===== src/rtl/cla_pipe_if.sv =====
// Handshake and operand/result bundle for cla_pipe.
// master drives operands and out_ready; slave (the adder) drives results and in_ready.
interface cla_pipe_if #(
    parameter int unsigned WIDTH = 32
);
    logic             in_valid;
    logic             in_ready;
    logic [WIDTH-1:0] a;
    logic [WIDTH-1:0] b;
    logic             ci;
    logic             sub;
    logic             out_valid;
    logic             out_ready;
    logic [WIDTH-1:0] s;
    logic             co;
    logic             ovf;
    logic             zf;

    modport master (
        output in_valid, a, b, ci, sub, out_ready,
        input  in_ready, out_valid, s, co, ovf, zf
    );

    modport slave (
        input  in_valid, a, b, ci, sub, out_ready,
        output in_ready, out_valid, s, co, ovf, zf
    );
endinterface


===== src/rtl/cla_pipe.sv =====
// Pipelined carry-lookahead adder/subtractor, one WIDTH/STAGES-bit segment per stage.
// Define CLA_PIPE_ZF_EN to build the registered zero flag; otherwise zf is tied low.
module cla_pipe #(
    parameter int unsigned WIDTH  = 32,
    parameter int unsigned STAGES = 2
) (
    input logic       clk,
    input logic       rst_n,
    cla_pipe_if.slave bus
);
    localparam int unsigned SEG    = WIDTH / STAGES;
    localparam int unsigned GROUPS = SEG / 4;
    localparam int unsigned PIPE   = (STAGES > 1) ? STAGES - 1 : 1;
    localparam int unsigned LAST   = STAGES - 1;

    // Two-level lookahead: carries inside each 4-bit group and between groups are
    // flattened generate/propagate sums, so no carry ripples through a group chain.
    function automatic logic [SEG:0] seg_add(input logic [SEG-1:0] x,
                                             input logic [SEG-1:0] y,
                                             input logic           cin);
        logic [SEG-1:0]    g;
        logic [SEG-1:0]    p;
        logic [SEG-1:0]    c;
        logic [GROUPS-1:0] gg;
        logic [GROUPS-1:0] gp;
        logic [GROUPS:0]   gc;
        logic              term;
        logic              cc;
        g = x & y;
        p = x ^ y;
        for (int j = 0; j < int'(GROUPS); j++) begin
            gp[j] = &p[4*j +: 4];
            gg[j] = 1'b0;
            for (int i = 0; i < 4; i++) begin
                term = g[4*j+i];
                for (int m = i + 1; m < 4; m++) term = term & p[4*j+m];
                gg[j] = gg[j] | term;
            end
        end
        for (int j = 0; j <= int'(GROUPS); j++) begin
            cc = cin;
            for (int m = 0; m < j; m++) cc = cc & gp[m];
            for (int i = 0; i < j; i++) begin
                term = gg[i];
                for (int m = i + 1; m < j; m++) term = term & gp[m];
                cc = cc | term;
            end
            gc[j] = cc;
        end
        for (int j = 0; j < int'(GROUPS); j++) begin
            for (int i = 0; i < 4; i++) begin
                cc = gc[j];
                for (int m = 0; m < i; m++) cc = cc & p[4*j+m];
                for (int k = 0; k < i; k++) begin
                    term = g[4*j+k];
                    for (int m = k + 1; m < i; m++) term = term & p[4*j+m];
                    cc = cc | term;
                end
                c[4*j+i] = cc;
            end
        end
        return {gc[GROUPS], p ^ c};
    endfunction

    // Stage inputs (st_*) and stage results (r_*); stage k adds segment k.
    logic             st_vld [STAGES];
    logic             st_cy  [STAGES];
    logic             st_sub [STAGES];
    logic [WIDTH-1:0] st_a   [STAGES];
    logic [WIDTH-1:0] st_b   [STAGES];
    logic [WIDTH-1:0] st_sum [STAGES];
    logic [SEG:0]     seg_res[STAGES];
    logic [WIDTH-1:0] r_sum  [STAGES];
    logic             r_cy   [STAGES];

    // Inter-stage registers; the last stage writes the output registers instead.
    logic             p_vld_q[PIPE];
    logic             p_cy_q [PIPE];
    logic             p_sub_q[PIPE];
    logic [WIDTH-1:0] p_a_q  [PIPE];
    logic [WIDTH-1:0] p_b_q  [PIPE];
    logic [WIDTH-1:0] p_sum_q[PIPE];

    logic             out_valid_q;
    logic [WIDTH-1:0] s_q;
    logic             co_q;
    logic             ovf_q;
    logic             ovf_d;
    logic             adv;

    assign adv          = !out_valid_q || bus.out_ready;
    assign bus.in_ready = adv;

    always_comb begin
        st_vld[0] = bus.in_valid;
        st_a[0]   = bus.a;
        st_b[0]   = bus.b;
        st_sub[0] = bus.sub;
        st_cy[0]  = bus.sub | bus.ci;
        st_sum[0] = '0;
        for (int k = 1; k < int'(STAGES); k++) begin
            st_vld[k] = p_vld_q[k-1];
            st_a[k]   = p_a_q[k-1];
            st_b[k]   = p_b_q[k-1];
            st_sub[k] = p_sub_q[k-1];
            st_cy[k]  = p_cy_q[k-1];
            st_sum[k] = p_sum_q[k-1];
        end
        for (int k = 0; k < int'(STAGES); k++) begin
            seg_res[k] = seg_add(st_a[k][k*SEG +: SEG],
                                 st_b[k][k*SEG +: SEG] ^ {SEG{st_sub[k]}}, st_cy[k]);
            r_sum[k]   = st_sum[k];
            r_sum[k][k*SEG +: SEG] = seg_res[k][SEG-1:0];
            r_cy[k]    = seg_res[k][SEG];
        end
        ovf_d = (st_a[LAST][WIDTH-1] == (st_b[LAST][WIDTH-1] ^ st_sub[LAST])) &&
                (r_sum[LAST][WIDTH-1] != st_a[LAST][WIDTH-1]);
    end

    always_ff @(posedge clk) begin
        for (int k = 0; k < int'(LAST); k++) begin
            if (!rst_n) begin
                p_vld_q[k] <= 1'b0;
            end else if (adv) begin
                p_vld_q[k] <= st_vld[k];
                p_a_q[k]   <= st_a[k];
                p_b_q[k]   <= st_b[k];
                p_sub_q[k] <= st_sub[k];
                p_cy_q[k]  <= r_cy[k];
                p_sum_q[k] <= r_sum[k];
            end
        end
    end

    // Result fields only load with a valid result so they stay at their last value otherwise.
    always_ff @(posedge clk) begin
        if (!rst_n) begin
            out_valid_q <= 1'b0;
            s_q         <= '0;
            co_q        <= 1'b0;
            ovf_q       <= 1'b0;
        end else if (adv) begin
            out_valid_q <= st_vld[LAST];
            if (st_vld[LAST]) begin
                s_q   <= r_sum[LAST];
                co_q  <= r_cy[LAST];
                ovf_q <= ovf_d;
            end
        end
    end

`ifdef CLA_PIPE_ZF_EN
    logic zf_q;
    always_ff @(posedge clk) begin
        if (!rst_n) begin
            zf_q <= 1'b0;
        end else if (adv && st_vld[LAST]) begin
            zf_q <= (r_sum[LAST] == '0);
        end
    end
    assign bus.zf = zf_q;
`else
    assign bus.zf = 1'b0;
`endif

    assign bus.out_valid = out_valid_q;
    assign bus.s         = s_q;
    assign bus.co        = co_q;
    assign bus.ovf       = ovf_q;
endmodule


===== src/flat_wrapper.sv =====
// flat-port wrapper written by rule: the top's interface ports become plain ports
module cla_pipe_flat 
#(
    parameter int unsigned WIDTH  = 32,
    parameter int unsigned STAGES = 2
)
  (clk, rst_n, bus_in_valid, bus_a, bus_b, bus_ci, bus_sub, bus_out_ready, bus_in_ready, bus_out_valid, bus_s, bus_co, bus_ovf, bus_zf);
  cla_pipe_if #(.WIDTH(WIDTH)) bus_i ();
  input logic clk;
  input logic rst_n;
  input wire logic [$bits(bus_i.in_valid)-1:0] bus_in_valid;
  input wire logic [$bits(bus_i.a)-1:0] bus_a;
  input wire logic [$bits(bus_i.b)-1:0] bus_b;
  input wire logic [$bits(bus_i.ci)-1:0] bus_ci;
  input wire logic [$bits(bus_i.sub)-1:0] bus_sub;
  input wire logic [$bits(bus_i.out_ready)-1:0] bus_out_ready;
  output wire logic [$bits(bus_i.in_ready)-1:0] bus_in_ready;
  output wire logic [$bits(bus_i.out_valid)-1:0] bus_out_valid;
  output wire logic [$bits(bus_i.s)-1:0] bus_s;
  output wire logic [$bits(bus_i.co)-1:0] bus_co;
  output wire logic [$bits(bus_i.ovf)-1:0] bus_ovf;
  output wire logic [$bits(bus_i.zf)-1:0] bus_zf;
  assign bus_i.in_valid = bus_in_valid;
  assign bus_i.a = bus_a;
  assign bus_i.b = bus_b;
  assign bus_i.ci = bus_ci;
  assign bus_i.sub = bus_sub;
  assign bus_i.out_ready = bus_out_ready;
  assign bus_in_ready = bus_i.in_ready;
  assign bus_out_valid = bus_i.out_valid;
  assign bus_s = bus_i.s;
  assign bus_co = bus_i.co;
  assign bus_ovf = bus_i.ovf;
  assign bus_zf = bus_i.zf;
  cla_pipe #(.WIDTH(WIDTH), .STAGES(STAGES)) u_core (.clk(clk), .rst_n(rst_n), .bus(bus_i));
endmodule

===== config.mk =====
export PLATFORM = sky130hd
export DESIGN_NAME = cla_pipe_flat
export DESIGN_NICKNAME = d
export VERILOG_FILES = /design/src/rtl/cla_pipe_if.sv /design/src/rtl/cla_pipe.sv /design/src/flat_wrapper.sv
export SDC_FILE = /design/constraint.sdc
export NUM_CORES = 1
export LEC_CHECK = 0
export CAP_MARGIN = 40
export CORE_MARGIN = 4
export CORE_UTILIZATION = 40
export DETAILED_ROUTE_END_ITERATION = 8
export GPL_ROUTABILITY_DRIVEN = 1
export HOLD_SLACK_MARGIN = 0.12
export PLACE_DENSITY_LB_ADDON = 0.15
export SYNTH_ARGS = -nofsm -noshare
export SYNTH_HDL_FRONTEND = slang
export SYNTH_SLANG_ARGS = --single-unit

===== constraint.sdc =====
create_clock -name clk -period 4.1 [get_ports clk]
set_clock_uncertainty 0.05 [all_clocks]
set_input_delay 0.615 -clock clk [delete_from_list [all_inputs] [get_ports clk]]
set_output_delay 0.615 -clock clk [all_outputs]
set_load 0.02 [all_outputs]

Yosys cells after proc, flatten, opt, wreduce, memory -nomap -nowiden
Memory sizes are Yosys's and may differ from the RTL's. A register that Yosys moved wholly into a read port is not among the register bits. Cells that the tools add are included.

Register bits: 35. Latch bits: 0. Logic and storage cells: 226. Memory bits (read-only): 0. Memories: 6. Output and inout port bits: 37. RAM bits: 83. Input bits: 70.

Multipliers: 0. Bitwise gates (word level): 194. Reductions and logical operators: 14. Divide/modulo/power cells: 0. Add/sub/neg operators: 0. Shift operators: 0. Order comparisons: 0. Equality and inequality tests: 2. Muxes and demuxes: 6.

Memory list: u_core.p_a_q (words 1, bits a word 32, read ports 1, clocked after Yosys merged registers in 0, write ports 1, RTL line cla_pipe.sv:80) `logic [WIDTH-1:0] p_a_q [PIPE];`; u_core.p_b_q (words 1, bits a word 32, read ports 1, clocked after Yosys merged registers in 0, write ports 1, RTL line cla_pipe.sv:81) `logic [WIDTH-1:0] p_b_q [PIPE];`; u_core.p_sum_q (words 1, bits a word 16, read ports 1, clocked after Yosys merged registers in 1, write ports 1, RTL line cla_pipe.sv:82) `logic [WIDTH-1:0] p_sum_q[PIPE];`; u_core.p_cy_q (words 1, bits a word 1, read ports 1, clocked after Yosys merged registers in 0, write ports 1, RTL line cla_pipe.sv:78) `logic p_cy_q [PIPE];`; u_core.p_sub_q (words 1, bits a word 1, read ports 1, clocked after Yosys merged registers in 0, write ports 1, RTL line cla_pipe.sv:79) `logic p_sub_q[PIPE];`; u_core.p_vld_q (words 1, bits a word 1, read ports 1, clocked after Yosys merged registers in 0, write ports 1, RTL line cla_pipe.sv:77) `logic p_vld_q[PIPE];`.

Operators with widths (count): 16-bit XOR (6); 1-bit OR (93); 1-bit bitwise AND (92); 16-bit bitwise AND (2); 4-bit AND reduction (8); 1-bit 2-to-1 mux (6); 1-bit zero test (2); 2-bit AND reduction (1); 1-bit == test (1); 1-bit logical AND (1); 1-bit logical OR (1); 1-bit inequality test (1); 1-bit OR reduction (1); 1-bit XOR (1).

Longest topological paths before layout
An unclocked memory read counts as a cell.

Word-level depth: 23. Mapped depth: 14. Depth with buffers taken out: 12.

Least setup slack after synthesis
OpenSTA, ideal clock, no wires.

Path type: input port to flip-flop. Start point: input bus_sub. End point: memory u_core.p_sum_q[0][15] (netlist name), data pin. Path buffers: 2. Data arrival time: 2961 ps. Path slack: 831 ps. Data required time: 3792 ps. Stages: 14. Setup time: 258 ps. Path through: buf_4 -> buf_2 -> xor2_1 -> ha_1 -> a2111oi_0 -> nand2_1 -> a31oi_1 -> o22a_1 -> inv_1 -> ha_1 -> o21a_1 -> o21a_1 -> nor2_1 -> xnor2_1.

RTL lines: from (decl) (RTL line flat_wrapper.sv:15) `input wire logic [$bits(bus_i.sub)-1:0] bus_sub;`; to (decl) (RTL line cla_pipe.sv:82).

==> impl_metrics.ini <==
[place]
port_buffers = 105
hpwl_mm = 7.66
dp_slack_ns = 0.260
gp_congestion = 0.822

[detailed_routing]
drtAntennaViolNets = 0
vias_per_cell = 4.97
wl_per_cell_um = 15.3
drtPass1Iterations = 4
vias = 3400
remaining_drc_errors = 0
wl_mm = 10.5
drtIter0Drc = 151

[timing]
drv_slew = 0
finalSetupTns_ns = 0
max_freq_mhz = 286
setup_ws_ns = 0.597
finalCritPeriodShare_pct = 85.4
period_needed_ns = 3.50
max_slew_margin_pct = 55.9
rsz0062_at_grt = no
setup_violations = 0
tightest_slew_ns = 0.662
finalHoldViolations = 0

[final_layout]
final_util_pct = 54.4
diodes = 0
final_layout_size_suffix_gt1_share_pct = 6.10
layout_common_cells = 104 x clkdlybuf4s50_1, 55 x nand2_1, 51 x edfxtp_1, 40 x ha_1, 35 x dfxtp_1
fin_nets = 654
mostFrequentLayoutCell = clkdlybuf4s50_1
syn_to_final_growth_pct = 33.0

[floorplan]
design.die.area_um2 = 13500
pin_count = 107
num_rows = 39
die_h_um = 116
coreArea_um2 = 11400
die_w_um = 116
initial_core_util_pct = 40.9

[global_route]
grt_util_all_layers_pct = 16.1
grt_start_max_net_pins = 51
grt_pass1_wl_mm = 16.8
first_global_vias = 3432
overflow = 0
grt_antenna_before_repair = 0

[synthesis]
synthArstFlopShare_pct = 0
ys.flop_type = edfxtp_1
synth_area_per_cell_um2 = 10.9
synth-seq-area-share_pct = 47.8
synth.distinct_cells = 45
yosys_warnings = 0
syn_area_um2 = 4670
synthCells = 428
syn_nets = 546
synth_seq_cells = 86
synth-edff-count = 51

[setup_path]
path_cells = clkdlybuf4s50_1 -> xor2_1 -> ha_1 -> a2111oi_0 -> nand2_1 -> a31oi_1 -> o22a_1 -> inv_1 -> ha_1 -> o21a_1 -> o21a_1 -> nor2_1 -> xnor2_1
cp-end-kind = flip-flop
crit_buf_inv = 2
crit_end = u_core.p_sum_q[0][15]$_DFFE_PP_
reg2reg_depth = 13
crit_arrival_ns = 3.54
cp.required_ns = 4.14
cpMaxStageDelayCell = clkdlybuf4s50_1
critPathKind = in -> reg
timing.rr.start = u_core.p_sub_q[0]$_DFFE_PP_
cp_top_family = compound AO/OA/AOI/OAI gates
cp-startpoint = bus_sub
r2r_end = u_core.bus.s[27]$_SDFFE_PN0P_
ff2ff_setup_slack_ns = 0.84
crit_cells = 13
cpPeakStageDelay_ns = 0.62
crit_path_max_fanout = 6
start_kind = input pin

[clock_tree]
ctsHoldBuffers = 0
cts_resized = 0
clock_latency_ns = 0.34
clkSinkCount = 86
path_clk_slew_ns = 0.06
cts-htree-levels = 3
max-clock-path-buffers = 2
cts_tree = built
root_buffer = clkbuf_16
cts_setup_buffers = 0
cts_buffers = 9

[pwr]
p_per_area_nw_per_um2 = 412
ir_drop_v = 0.000274
p_leak_nw = 2.53

[min_path]
worst_hold_path_type = reg -> reg

[run_status]
status = finished clean

[flow_run]
cap_violations = 0
==> metal layers <==
layer | GRT usage [%] | routed length [um] | up-vias
met5 | 0 | 0 | -
met4 | 5.26 | 179 | 0
met3 | 4.13 | 464 | 14
met2 | 28.7 | 5350 | 72
met1 | 19.0 | 4480 | 1608
li1 | - | - | 1706
==> report_power, final <==
part,internal [W],switching [W]
Sequential,0.00102,0.0000342
Combinational,0.000303,0.000317
Clock,0.000552,0.000336
==> kinds of logic after synthesis <==
kind of cell	Yosys count	share of synthesized area, %
AO/OA/AOI/OAI	90	14.1
XOR/XNOR	44	8.26
adder cells (fa/ha/maj)	48	14.2
buffers and inverters	49	4.42
flip-flops	86	47.8
other	1	0.0804
AND/OR/NAND/NOR	110	11.1
==> final cells by class <==
class / count / area [um^2]
fillers: 1011 / 5210
clock buffers: 11 / 243
inverters: 32 / 120
clock inverters: 5 / 82.6
multi-input cells: 293 / 2230
well taps: 143 / 179
flip-flops and latches: 86 / 2230
repair buffers: 114 / 1120
==> sequential cells by signal (all words and copies together) (netlist names) <==
register,cells
u_core.bus.ovf,1
u_core.bus.s,32
u_core.p_a_q,16
u_core.bus.out_valid,1
u_core.p_sub_q,1
u_core.p_sum_q,16
u_core.p_b_q,16
u_core.bus.co,1
u_core.p_cy_q,1
u_core.p_vld_q,1
==> metrics by stage <==
stage	std cells	power, W	area, um^2	hold WS, ns
after floorplan	428	0.00146	4670	0.423
after global placement	667	0.00168	5870	0.402
after detailed placement	668	0.00169	5880	0.412
after CTS	684	0.00259	6210	0.423
after global routing	684	0.00270	6210	0.449
final	684	0.00256	6210	0.420
==> cells in the mapped netlist, drive strengths merged, types with 2 or more instances <==
library cell	instances	area (um^2)
a211oi	2	15.0
a21boi	20	150
a21o	7	52.6
a21oi	11	58.8
and2	6	37.5
and3	2	12.5
buf	12	67.6
clkbuf	5	18.8
dfxtp	35	701
edfxtp	51	1530
fa	8	160
ha	40	500
inv	32	120
nand2	55	206
nand2b	2	12.5
nand3	10	50.1
nand4	4	25.0
nor2	11	41.3
nor2b	2	27.5
nor3	11	55.1
o2111ai	4	35.0
o211a	4	40.0
o211ai	2	15.0
o21a	22	165
o21ai	8	40.0
o21bai	2	15.0
o311ai	4	35.0
or2	2	12.5
xnor2	12	105
xor2	32	280
==> worst min path at each step <==
stage / to / from / cells after the start / slack, ns
floorplan: u_core.bus.out_valid$_SDFFE_PN0N_ / u_core.p_vld_q[0]$_DFFE_PP_ / 1 / 0.42
global placement: u_core.bus.s[15]$_SDFFE_PN0P_ / u_core.bus.s[15]$_SDFFE_PN0P_ / 2 / 0.40
detailed placement: u_core.bus.s[1]$_SDFFE_PN0P_ / u_core.bus.s[1]$_SDFFE_PN0P_ / 2 / 0.41
CTS: u_core.bus.s[2]$_SDFFE_PN0P_ / u_core.bus.s[2]$_SDFFE_PN0P_ / 2 / 0.42
global route: u_core.bus.s[21]$_SDFFE_PN0P_ / u_core.bus.s[21]$_SDFFE_PN0P_ / 2 / 0.45
finish: u_core.bus.s[2]$_SDFFE_PN0P_ / u_core.bus.s[2]$_SDFFE_PN0P_ / 2 / 0.42
==> worst min-delay path, delay by kind of cell, from the launching register on <==
family             cells  cell delay [ns]
AOI/OAI and AO/OA      1             0.06
DFF                    1             0.31
and+or+nand+nor        1             0.05
Power figures use the tool's default switching activity.
